<file path="src/rtl/qpsk_symbol_packer.sv">
// QPSK demod output stage: samples I/Q on the symbol strobe, emits raw I/Q words or
// packed 2-bit hard decisions as fixed-length AXI-stream packets through a small FIFO.
module qpsk_symbol_packer #(
  parameter int WIDTH   = 16,
  parameter int FIFO_AW = 4,
  parameter int CNT_W   = 16
) (
  input  logic                 ce_clk,
  input  logic                 ce_rst_n,
  input  logic                 clear,
  input  logic [2*WIDTH-1:0]   i_tdata,
  input  logic                 i_tvalid,
  output logic                 i_tready,
  input  logic                 sym_stb,
  input  logic                 mode,
  input  logic [CNT_W-1:0]     pkt_len,
  output logic [2*WIDTH-1:0]   o_tdata,
  output logic                 o_tlast,
  output logic                 o_tvalid,
  input  logic                 o_tready,
  output logic [CNT_W-1:0]     overflow_cnt,
  output logic                 overflow,
  output logic [FIFO_AW:0]     fifo_level
);

  localparam int DW    = 2 * WIDTH;
  localparam int DEPTH = 1 << FIFO_AW;
  localparam int SW    = $clog2(WIDTH + 1);

  // Packet / word assembly state
  logic [CNT_W-1:0] word_cnt;
  logic [SW-1:0]    sym_cnt;
  logic [DW-1:0]    partial;
  logic             active_mode;
  logic [CNT_W-1:0] cur_len;

  // FIFO state
  logic [DW:0]      mem [DEPTH];
  logic [FIFO_AW-1:0] wr_ptr;
  logic [FIFO_AW-1:0] rd_ptr;
  logic [FIFO_AW:0]   count;

  // Combinational decode
  logic             capture;
  logic             at_start;
  logic             eff_mode;
  logic [CNT_W-1:0] eff_len;
  logic [1:0]       dec;
  logic [DW-1:0]    packed_word;
  logic [DW-1:0]    push_word;
  logic             push_last;
  logic             word_done;
  logic             full;
  logic             pop;
  logic             push_ok;
  logic             drop;

  assign i_tready = 1'b1;

  always_comb begin
    capture     = sym_stb & i_tvalid;
    at_start    = (word_cnt == '0) && (sym_cnt == '0);
    // Mode and length are latched only at a packet boundary; mid-packet changes wait.
    eff_mode    = at_start ? mode : active_mode;
    if (at_start)
      eff_len = (pkt_len == '0) ? CNT_W'(1) : pkt_len;
    else
      eff_len = cur_len;
    dec         = {i_tdata[DW-1], i_tdata[WIDTH-1]};
    packed_word = (partial << 2) | DW'(dec);
    push_word   = eff_mode ? packed_word : i_tdata;
    push_last   = (word_cnt == (eff_len - CNT_W'(1)));
    word_done   = capture && !clear && (!eff_mode || (sym_cnt == SW'(WIDTH - 1)));
    full        = (count == (FIFO_AW+1)'(DEPTH));
    pop         = o_tvalid && o_tready;
    push_ok     = word_done && (!full || pop);
    drop        = word_done && !push_ok;
  end

  always_ff @(posedge ce_clk or negedge ce_rst_n) begin
    if (!ce_rst_n) begin
      word_cnt     <= '0;
      sym_cnt      <= '0;
      partial      <= '0;
      active_mode  <= 1'b0;
      cur_len      <= CNT_W'(1);
      overflow     <= 1'b0;
      overflow_cnt <= '0;
    end else if (clear) begin
      word_cnt     <= '0;
      sym_cnt      <= '0;
      partial      <= '0;
      active_mode  <= 1'b0;
      cur_len      <= CNT_W'(1);
      overflow     <= 1'b0;
      overflow_cnt <= '0;
    end else begin
      if (at_start) begin
        active_mode <= mode;
        cur_len     <= eff_len;
      end
      if (capture && eff_mode) begin
        if (word_done) begin
          sym_cnt <= '0;
          partial <= '0;
        end else begin
          sym_cnt <= sym_cnt + SW'(1);
          partial <= packed_word;
        end
      end
      // A dropped word leaves the word counter alone so later tlast positions stay aligned.
      if (push_ok)
        word_cnt <= push_last ? '0 : word_cnt + CNT_W'(1);
      if (drop) begin
        overflow <= 1'b1;
        if (overflow_cnt != '1)
          overflow_cnt <= overflow_cnt + CNT_W'(1);
      end
    end
  end

  always_ff @(posedge ce_clk) begin
    if (push_ok)
      mem[wr_ptr] <= {push_last, push_word};
  end

  always_ff @(posedge ce_clk or negedge ce_rst_n) begin
    if (!ce_rst_n) begin
      wr_ptr <= '0;
      rd_ptr <= '0;
      count  <= '0;
    end else if (clear) begin
      wr_ptr <= '0;
      rd_ptr <= '0;
      count  <= '0;
    end else begin
      if (push_ok)
        wr_ptr <= wr_ptr + FIFO_AW'(1);
      if (pop)
        rd_ptr <= rd_ptr + FIFO_AW'(1);
      case ({push_ok, pop})
        2'b10:   count <= count + (FIFO_AW+1)'(1);
        2'b01:   count <= count - (FIFO_AW+1)'(1);
        default: count <= count;
      endcase
    end
  end

  // Handshake: a word transfers on a cycle where o_tvalid && o_tready at the rising edge;
  // while o_tvalid && !o_tready the head entry, and hence o_tdata/o_tlast, is held.
  assign o_tvalid   = (count != '0);
  assign o_tdata    = o_tvalid ? mem[rd_ptr][DW-1:0] : '0;
  assign o_tlast    = o_tvalid ? mem[rd_ptr][DW] : 1'b0;
  assign fifo_level = count;

endmodule

</file>
<file path="config.mk">
export PLATFORM = sky130hd
export DESIGN_NAME = qpsk_symbol_packer
export DESIGN_NICKNAME = d
export VERILOG_FILES = /design/src/rtl/qpsk_symbol_packer.sv
export SDC_FILE = /design/constraint.sdc
export NUM_CORES = 1
export LEC_CHECK = 0
export BUFFER_PORTS_ARGS = -buffer_cell sky130_fd_sc_hd__buf_4
export CORE_ASPECT_RATIO = 2
export CORE_MARGIN = 2
export CORE_UTILIZATION = 50
export CTS_CLUSTER_SIZE = 30
export DETAILED_ROUTE_END_ITERATION = 8
export PLACE_DENSITY_LB_ADDON = 0.15
export SYNTH_ARGS = -nofsm -noshare
export SYNTH_HDL_FRONTEND = slang
export SYNTH_SLANG_ARGS = --single-unit
export TNS_END_PERCENT = 5
</file>
<file path="constraint.sdc">
create_clock -name ce_clk -period 4.9 [get_ports ce_clk]
set_input_delay 0.245 -clock ce_clk [delete_from_list [all_inputs] [get_ports ce_clk]]
set_output_delay 0.245 -clock ce_clk [all_outputs]
set_load 0.02 [all_outputs]
</file>
# [Yosys cells after proc, flatten, opt, wreduce, memory -nomap -nowiden]
# Memories as Yosys holds them, arrays and structs flattened.
# Cells that the tools add are included.
[op_classes] muxes=31 n_reduce_logical=25 n_eq_ne=6 n_addsub=8 n_bitwise=2
[op_table] cell="16-bit 2-to-1 mux" count=10
[op_table] cell="30-bit 2-to-1 mux" count=3
[op_table] cell="32-bit 2-to-1 mux" count=2
[op_table] cell="16-bit by 1-bit adder with 16-bit output, second input constant" count=2
[op_table] cell="16-bit zero test" count=2
[op_table] cell="32-bit by 2-bit bitwise OR with 32-bit output" count=1
[op_table] cell="5-bit 2-to-1 mux" count=4
[op_table] cell="16-bit == test" count=1
[op_table] cell="4-bit 2-to-1 mux" count=4
[op_table] cell="16-bit inequality test, second input constant" count=1
[op_table] cell="16-bit by 1-bit subtractor with 16-bit output, second input constant" count=1
[op_table] cell="2-bit nonzero test" count=6
[op_table] cell="5-bit by 1-bit adder with 5-bit output, second input constant" count=2
[op_table] cell="5-bit case mux with 2 select lines" count=1
[op_table] cell="4-bit by 1-bit adder with 4-bit output, second input constant" count=2
[op_table] cell="1-bit logical AND" count=7
[op_table] cell="1-bit 2-to-1 mux" count=7
[op_table] cell="5-bit by 4-bit == test with 1-bit output, second input constant" count=1
[op_table] cell="5-bit == test, second input constant" count=1
[op_table] cell="5-bit zero test" count=1
[op_table] cell="5-bit nonzero test" count=1
[op_table] cell="5-bit by 1-bit subtractor with 5-bit output, second input constant" count=1
[op_table] cell="1-bit zero test" count=4
[op_table] cell="3-bit nonzero test" count=1
[op_table] cell="other kinds (5)" count=6
[word_totals] in_bits=55 mem_count=1 regBits=98 ramBits=528 out_inout_bits=57
[memory_table] name="mem" depth=16 width=33 rd=1 rd_ports_with_merged_regs=0 wr=1 line_no="38" source="logic [DW:0] mem [DEPTH];"

# [Depth between registers and ports, before layout]
# Gate-level depths: netlist of run 1.
[logic_depth] ltp_word=11 mapped_depth=18

# [Worst setup path before layout of run 1]
# Ideal clock, no wire load.
[synth_path] path_kind="reg2reg" start="register word_cnt[0]" end="register word_cnt[10]" slack_ns=0.916 t_arrival_ns=3.857 path_stages_with_launch=19 setup_time_ns=0.127 period_less_slack_ns=3.984 path_cell_list="dfrtp_1 inv_1 ha_1 nor4b_4 and4_1 buf_6 nand2_4 buf_6 buf_6 clkbuf_1 mux2i_1 ha_1 a2111oi_1 nor2_1 mux2_4 or4b_4 nor4b_4 buf_6 nor3_2"
[synth_via] elab_chain_cells=8 elab_cells_between_ends=15 classes_between="add/sub (2); eq/ne (1); mux (5); reduce/logical (7)"
[synth_rtl] element="start: declaration" line_no="31" source="logic [CNT_W-1:0] word_cnt;"
[synth_rtl] element="start signal: assignment" line_no="113" source="word_cnt <= push_last ? '0 : word_cnt + CNT_W'(1);"
[synth_rtl] element="16-bit zero test" line_no="62" source="at_start = (word_cnt == '0) && (sym_cnt == '0);"
[synth_rtl] element="1-bit logical AND" line_no="62"
[synth_rtl] element="16-bit 2-to-1 mux / 1-bit 2-to-1 mux (equally long branches)"
[synth_rtl] element="16-bit by 1-bit subtractor with 16-bit output / 1-bit zero test (equally long branches)" line_no="72, 73"
[synth_rtl] element="16-bit == test / 1-bit logical OR (equally long branches)" line_no="72, 73"
[synth_rtl] element="16-bit 2-to-1 mux / 1-bit logical AND (equally long branches)" line_no="113, 73"
[synth_rtl] element="16-bit 2-to-1 mux / 1-bit logical AND (equally long branches)" line_no="112, 76"
[synth_rtl] element="16-bit 2-to-1 mux / 2-bit nonzero test (equally long branches)"
# Several ways; a longest one is shown, not always the timed one. The select of a mux whose other input is x is not followed.
# A chain may end at the register's enable or synchronous reset.

# [Final worst setup path of run 1]
[layout_path] start="register word_cnt[9]" end="memory mem[14][32] in the netlist's numbering, data pin"
[layout_via] elab_chain_cells=5
[layout_rtl] element="16-bit zero test" line_no="62"
[layout_rtl] element="1-bit logical AND" line_no="62"
[layout_rtl] element="16-bit 2-to-1 mux" line_no="65" source="if (at_start)"
[layout_rtl] element="16-bit by 1-bit subtractor with 16-bit output" line_no="72" source="push_last = (word_cnt == (eff_len - CNT_W'(1)));"
[layout_rtl] element="16-bit == test *" line_no="72"
[layout_rtl] element="net push_last" line_no="51" source="logic push_last;"
[layout_rtl] element="end: declaration" line_no="38"
# The timed path passes the listed nets; every way through them passes the cells marked *.

==> results of run 1 <==
[per-layer routing]
metal	vias up	GRT usage, %
li1	5956	-
met1	7238	27.1
met2	355	43.0
met3	107	2.60
met4	0	7.98
met5	-	0
[worst paths after layout]
path	from	to	slack [ns]	cells past startpoint
setup / recovery	word_cnt[9]$_DFFE_PN0P_	mem[14][32]$_DFFE_PP_	0.64	11
hold / removal	pkt_len[13]	cur_len[13]$_DFFE_PN0P_	0.03	3
setup reg to reg	word_cnt[9]$_DFFE_PN0P_	mem[14][32]$_DFFE_PP_	0.64	11
hold reg to reg	partial[28]$_DFFE_PN0P_	partial[28]$_DFFE_PN0P_	0.51	1
max in group asynchronous	ce_rst_n	partial[1]$_DFFE_PN0P_	3.40	3
min in group asynchronous	ce_rst_n	fifo_level[2]$_DFFE_PN0P_	0.21	2
[power by group through the flow]
stage	combinational [mW]	sequential, mW	clock (mW)
3_3_place_gp	2.17	6.13	0
5_1_grt	2.30	6.03	4.64
4_1_cts	2.19	6.02	4.47
3_5_place_dp	2.17	6.14	0
6_report	2.13	6.01	4.39
2_1_floorplan	1.54	6.04	0
[state kept, by name, indices dropped and copies added, names as in the netlist]
name          flops
mem             528
word_cnt         16
cur_len          16
overflow          1
active_mode       1
wr_ptr            4
partial          30
overflow_cnt     16
sym_cnt           5
rd_ptr            4
fifo_level        5
[through the flow]
stage,std cells,hold slack [ns],worst slack [ns],power [mW]
finish,2257,0.0268,0.638,12.5
global route,2257,0.0378,0.271,13.0
CTS,2257,0.00129,0.639,12.7
detailed placement,2145,0.320,0.657,8.31
global placement,2145,0.308,0.760,8.30
floorplan,1407,-0.0506,0.916,7.58
[cell families (layout without fill, tap and decap cells)]
group / Yosys count / in the layout / synth area share (%)
buf+inv: 95 / 285 / 1.71
flops: 626 / 626 / 70.1
mux: 207 / 207 / 16.0
other cells: 1 / 1 / 0.0144
compound gates: 133 / 133 / 3.56
xor+xnor: 46 / 46 / 1.59
fa+ha+maj: 16 / 16 / 0.795
simple gates: 283 / 283 / 6.23
[cell usage after synthesis (11+ instances only)]
cell type,n
edfxtp_1,528
mux4_2,165
dfrtp_1,97
nand2_1,53
and2_1,52
nor2_1,50
clkbuf_1,47
a22o_1,32
mux2_2,32
a21oi_1,30
o21ai_0,29
xor2_1,28
inv_1,18
xnor2_1,17
ha_1,15
nand3_1,15
buf_1,14
nor3_1,14
nand4_1,13
or3_1,13
and3_1,12
nor3_2,11
nor4_1,11
[worst register-to-register path, delay by kind of cell, from the launching register on]
kind / cells / cell delay, ns
and+or+nand+nor: 4 / 1.57
adders and majority gates: 1 / 0.38
AOI/OAI and AO/OA: 5 / 1.23
buffers and inverters: 1 / 0.42
DFF: 1 / 0.44
[layout make-up]
type	instances	area (um2)
multi-input combinational	686	7390
clock buffer	58	1370
sequential	626	18300
tap	660	826
clock inverter	40	435
inverter	18	67.6
fill	3938	21900
timing repair buffer	169	1400
==> run metrics, run 1 <==
run status=complete, no violations; Crit path top cell by count=a21oi_1; H-tree depth=2; WL met2=roughly 34000 um; WP buf/inv=1; Worst path top cell family by delay=simple AND/OR/NAND/NOR gates; hpwl dp=37900 um; largest net degree at the start of global routing=66; row count=~120; Core ar.=0.0517 mm2; VDD IR max=around 0.29 mV; root buffer cell=clkbuf_16; fin nets=1624; total die area=0.0542 mm2; clock power share=approximately a third; crit-path cells=nor4_2, and4_1, nand2_4, a21oi_1, ha_1, o21ai_0, or3_1, a21oi_1, o21a_1, o2111ai_1, inv_1; Top Ports=roughly 110; Switch Pwr=approximately 3.1 mW; CTS Hold Bufs=14; Power Density=between 400 and 500 mW/mm2; setup TNS=0 ns; Crit Path Class=reg -> reg; CP peak stage delay=roughly 0.51 ns; remaining antenna violation count after routing=0; vias per cell=roughly 6.1; # resized after CTS=0; Rel. slew slack=39.6%; DR WL met3=between 2000 and 2500 um; n_diodes=0; Pint=around 9.4 mW; die width=166 um; Worst-Skew Late Latency=0.60 ns; Layout area overhead=14.1%; CTS clk-pin slew, worst paths=0.07 ns; Top Metal Used=met4; switching portion of total power=between 20% and 30%; flops & latches, synth=about 630; leading cell type in the layout, fill and taps excluded=edfxtp_1; Final Critical Period=around 4.3 ns; Critical Path RT=roughly 5.3 ns; RSZ-0062 raised after global routing=no; global-route usage over all layers=a little under a quarter; CP Launch Type=register; DRT Wirelength=roughly 61000 um; Clock Path Buffers=3; Initial Util=about 51%; Cell Area, Synth=approximately 0.026 mm2; cell count after synthesis=about 1400; first-pass GRT wire length=92300 um; CTS Buf Count=52; number of post-CTS setup repair buffers=0; ys flop type=edfxtp_1; DRC violations left=0; Hold Crit Class=in -> reg; Worst Tran Pin Value=0.905 ns; met1 WL=roughly 23000 um; Die Y=327 um; CTS Sinks=between 600 and 700; slowest cell on the critical path=nor4_2; largest area contributor in the netlist=edfxtp_1; syn_nets=between 1000 and 1500; final worst-path cycle share=~87%; 1st-iter DRT viols=~1100; area share of the largest cell type after synthesis=just over 60%; global placement routability congestion=roughly 0.86; Fmax=0.235 GHz; vias in the first global route=14600; Avg Synthesized Cell Area=18.6 um2; Seq pwr share=48.0%; crit path capture type=register; most frequent cells in the layout=edfxtp_1 (528), mux4_2 (165), buf_4 (147); sequential share of the synthesized area=a little over two thirds; share of cells above drive strength 1=between 30% and 40%; drt wl/cell=about 27 um; setup violators final=0; Max Slew Vio Count=0; leading post-synthesis cells by cell area=edfxtp_1 (61%), mux4_2 (14%), dfrtp_1 (9.3%); initial antenna violation count=0; asr flop ratio synth=15.7%; Pre-Repair DR Iteration Count=5; Final Util=between 50% and 60%; Max Cap Viol=0; IO Port Bufs=between 100 and 150; post-place instance area=between 0.02 and 0.03 mm2; worst-path maximum fanout=29; Synth Warn #=0; GR Overflow Total=0; Leak=slightly above 10 nW; via count=13700; clock skew=roughly 0.022 ns; TritonCTS clock tree=done; Critical Path AT=4.61 ns; Comb pwr share=around 17%; Post-synth EDFFs=528; Synth cell types=78; Final Hold Vio Count=0; Final Cell Area=around 0.03 mm2
Power figures use the tool's default switching activity.
==> inputs of run 2 (changes only) <==
Settings changed: CORE_ASPECT_RATIO 2 to 0.6, HOLD_SLACK_MARGIN from default to 0.03.
Clock period 4.9 ns to 3.66 ns, I/O delays scaled along.
==> run metrics, run 2 (synthesized netlist as in run 1, its figures left out) <==
hold path start=pkt_len[12]; Reg with most FFs=mem; fin nets=1681 (+3.5%); WP buf/inv=3 (+2); crit path capture type=register; drt wl/cell=26.3 um (-2.9%); total die area=0.0542 mm2 (about the same); CTS clk-pin slew, worst paths=0.07 ns (about the same); global-route usage over all layers=23.1% (+0.21 points); global placement routability congestion=0.867 (+1.3%); CP peak stage delay=0.49 ns (-0.02 ns); # fillers=3824 (-2.9%); TritonCTS clock tree=done; Worst Tran Pin Value=1.07 ns (+0.164 ns); Clock Path Buffers=3 (unchanged); Critical Path AT=4.07 ns (-0.54 ns); hold depth=4 (+1); first-pass GRT wire length=92300 um (about the same); IO Port Bufs=110 (unchanged); most frequent cells in the layout=edfxtp_1 (528), buf_4 (176), mux4_2 (165); Hold Crit Class=in -> reg; Final Hold Vio Count=0 (unchanged); reg2reg path depth=15 (+4); Leak=10.5 nW (+3.3%); share of cells above drive strength 1=33.0% (+2.4 points); Max Cap Viol=0 (unchanged); flop2flop setup slack=0.02 ns (-0.62 ns); switching portion of total power=25.4% (+0.27 points); FF-to-FF Start=sym_cnt[0]$_DFFE_PN0P_; remaining antenna violation count after routing=0 (unchanged); DRT Wirelength=61800 um (+1.1%); Hold WS=0.114 ns (+0.0875 ns); largest net degree at the start of global routing=63 (-4.5%); Hold EP=cur_len[12]$_DFFE_PN0P_; Die Y=181 um (-45%); CTS Sinks=626 (unchanged); Fmax=0.275 GHz (+17%); worst-path maximum fanout=7 (-76%); Pre-Repair DR Iteration Count=5 (unchanged); hpwl dp=35600 um (-6.0%); final worst-path cycle share=99.4% (+12 points); root buffer cell=clkbuf_16; Switch Pwr=4.26 mW (+35%); registers with the most flip-flops=mem (528), partial (30); setup violators final=0 (unchanged); Seq pwr share=47.7% (-0.3 points); Critical Path Stages=15 (+4); Critical Path RT=4.10 ns (-1.15 ns); vias in the first global route=14100 (-3.7%); Final Critical Period=3.64 ns (-0.624 ns); Crit Path Class=reg -> reg; total power=16.8 mW (+34%); slowest cell on the critical path=or4b_4; clock power share=33.9% (-1.1 points); Pint=12.5 mW (+33%); number of flip-flops in the largest register=528 (unchanged); Top Ports=112 (unchanged); CTS Buf Count=56 (+7.7%); via count=14100 (+2.9%); row count=64 (-46%); crit-path cells=inv_2, ha_4, nor4b_4, buf_4, nand4_1, nor3_1, a21oi_2, ha_4, a2111oi_4, nor2_1, mux2_4, or4b_4, nor4b_4, buf_6, nor3_2; GR Overflow Total=0 (unchanged); Worst path top cell family by delay=simple AND/OR/NAND/NOR gates; Comb pwr share=18.4% (+1.4 points); leading cell type in the layout, fill and taps excluded=edfxtp_1; Layout area overhead=17.0%; run status=complete, no violations; Initial Util=51.0% (+0.42 points); CP Launch Type=register; 1st-iter DRT viols=1281 (+16%); Worst-Skew Late Latency=0.61 ns (about the same); die width=299 um (+81%); VDD IR max=0.416 mV (+44%); H-tree depth=2 (unchanged); Rel. slew slack=28.5% (-11 points); R2R Path End=word_cnt[2]$_DFFE_PN0P_; Core ar.=0.0512 mm2 (-0.82%); Max Slew Vio Count=0 (unchanged); Power Density=549 mW/mm2 (+31%); vias per cell=5.98 (-1.2%); RSZ-0062 raised after global routing=yes; initial antenna violation count=3 (+3); clock skew=0.0259 ns (+0.00393 ns); DRC violations left=0 (unchanged)
[run 2: cell types whose count changed in the layout (fill, tap and decap cells not counted), moves of 4 or more]
cell,previous run,this run
clkinv_1,13,18
bufinv_16,8,4
dlygate4sd3_1,14,20
buf_4,147,176
clkbuf_1,4,11
buf_12,8,24
[run 2: stage by stage]
stage	util [%]	area, um2	setup TNS (ns)	instances	setup WS [ns]
floorplan	-	26100	-2.37	1407	-0.221
finish	59.6	30600	0	2351	0.0223
CTS	59.3	30400	0	2346	0.0189
detailed placement	55.5	28500	0	2222	0.0425
global route	59.6	30600	-1.36	2351	-0.114
global placement	55.5	28500	0	2222	0.102
[run 2: cell type report]
cell class / instances / area (um2) / area share, %
Antenna cell: 2 / 5.00 / 0.0164
Clock buffer: 69 / 1470 / 4.81
Clock inverter: 35 / 285 / 0.933
Inverter: 18 / 67.6 / 0.221
Multi-Input combinational cell: 686 / 7530 / 24.6
Sequential cell: 626 / 18300 / 59.9
Tap cell: 693 / 867 / 2.84
Timing Repair Buffer: 222 / 2020 / 6.62
[run 2: tightest hold or removal path, stage by stage]
cell	delay, ns
buf_4	0.10
nand3_1	0.09
a21boi_0	0.18
nor2_1	0.11
[run 2: per-layer routing]
| metal | up-vias | part of all wire [%] | global-route usage (%) |
|---|---|---|---|
| li1 | 6087 | - | - |
| met1 | 7411 | 45 | 35.5 |
| met2 | 479 | 46 | 35.6 |
| met3 | 73 | 6.9 | 3.51 |
| met4 | 0 | 1.6 | 4.40 |
| met5 | - | 0 | 0 |
[run 2: worst max path at each step]
stage / slack, ns / startpoint / endpoint
after detailed placement: 0.04 / sym_cnt[0]$_DFFE_PN0P_ / word_cnt[2]$_DFFE_PN0P_
after CTS: 0.02 / sym_cnt[0]$_DFFE_PN0P_ / word_cnt[2]$_DFFE_PN0P_
after global routing: -0.11 / sym_cnt[1]$_DFFE_PN0P_ / word_cnt[9]$_DFFE_PN0P_
after global placement: 0.10 / sym_cnt[0]$_DFFE_PN0P_ / word_cnt[15]$_DFFE_PN0P_
final: 0.02 / sym_cnt[0]$_DFFE_PN0P_ / word_cnt[2]$_DFFE_PN0P_
after floorplan: -0.22 / word_cnt[0]$_DFFE_PN0P_ / word_cnt[10]$_DFFE_PN0P_
[run 2: power by group through the flow]
stage          Combinational (mW)  Sequential [mW]  Clock, mW
2_1_floorplan                2.06             8.08          0
3_3_place_gp                 3.03             8.16          0
3_5_place_dp                 3.06             8.16          0
4_1_cts                      3.09             8.01       5.80
5_1_grt                      3.32             8.02       6.09
6_report                     3.09             8.01       5.69
[run 2: repair_timing]
item,CTS,global route
setup endpoints to repair,0,54
hold endpoints to repair,80,0
gates resized for setup,0,23
hold buffers,20,0
buffers inserted,0,3
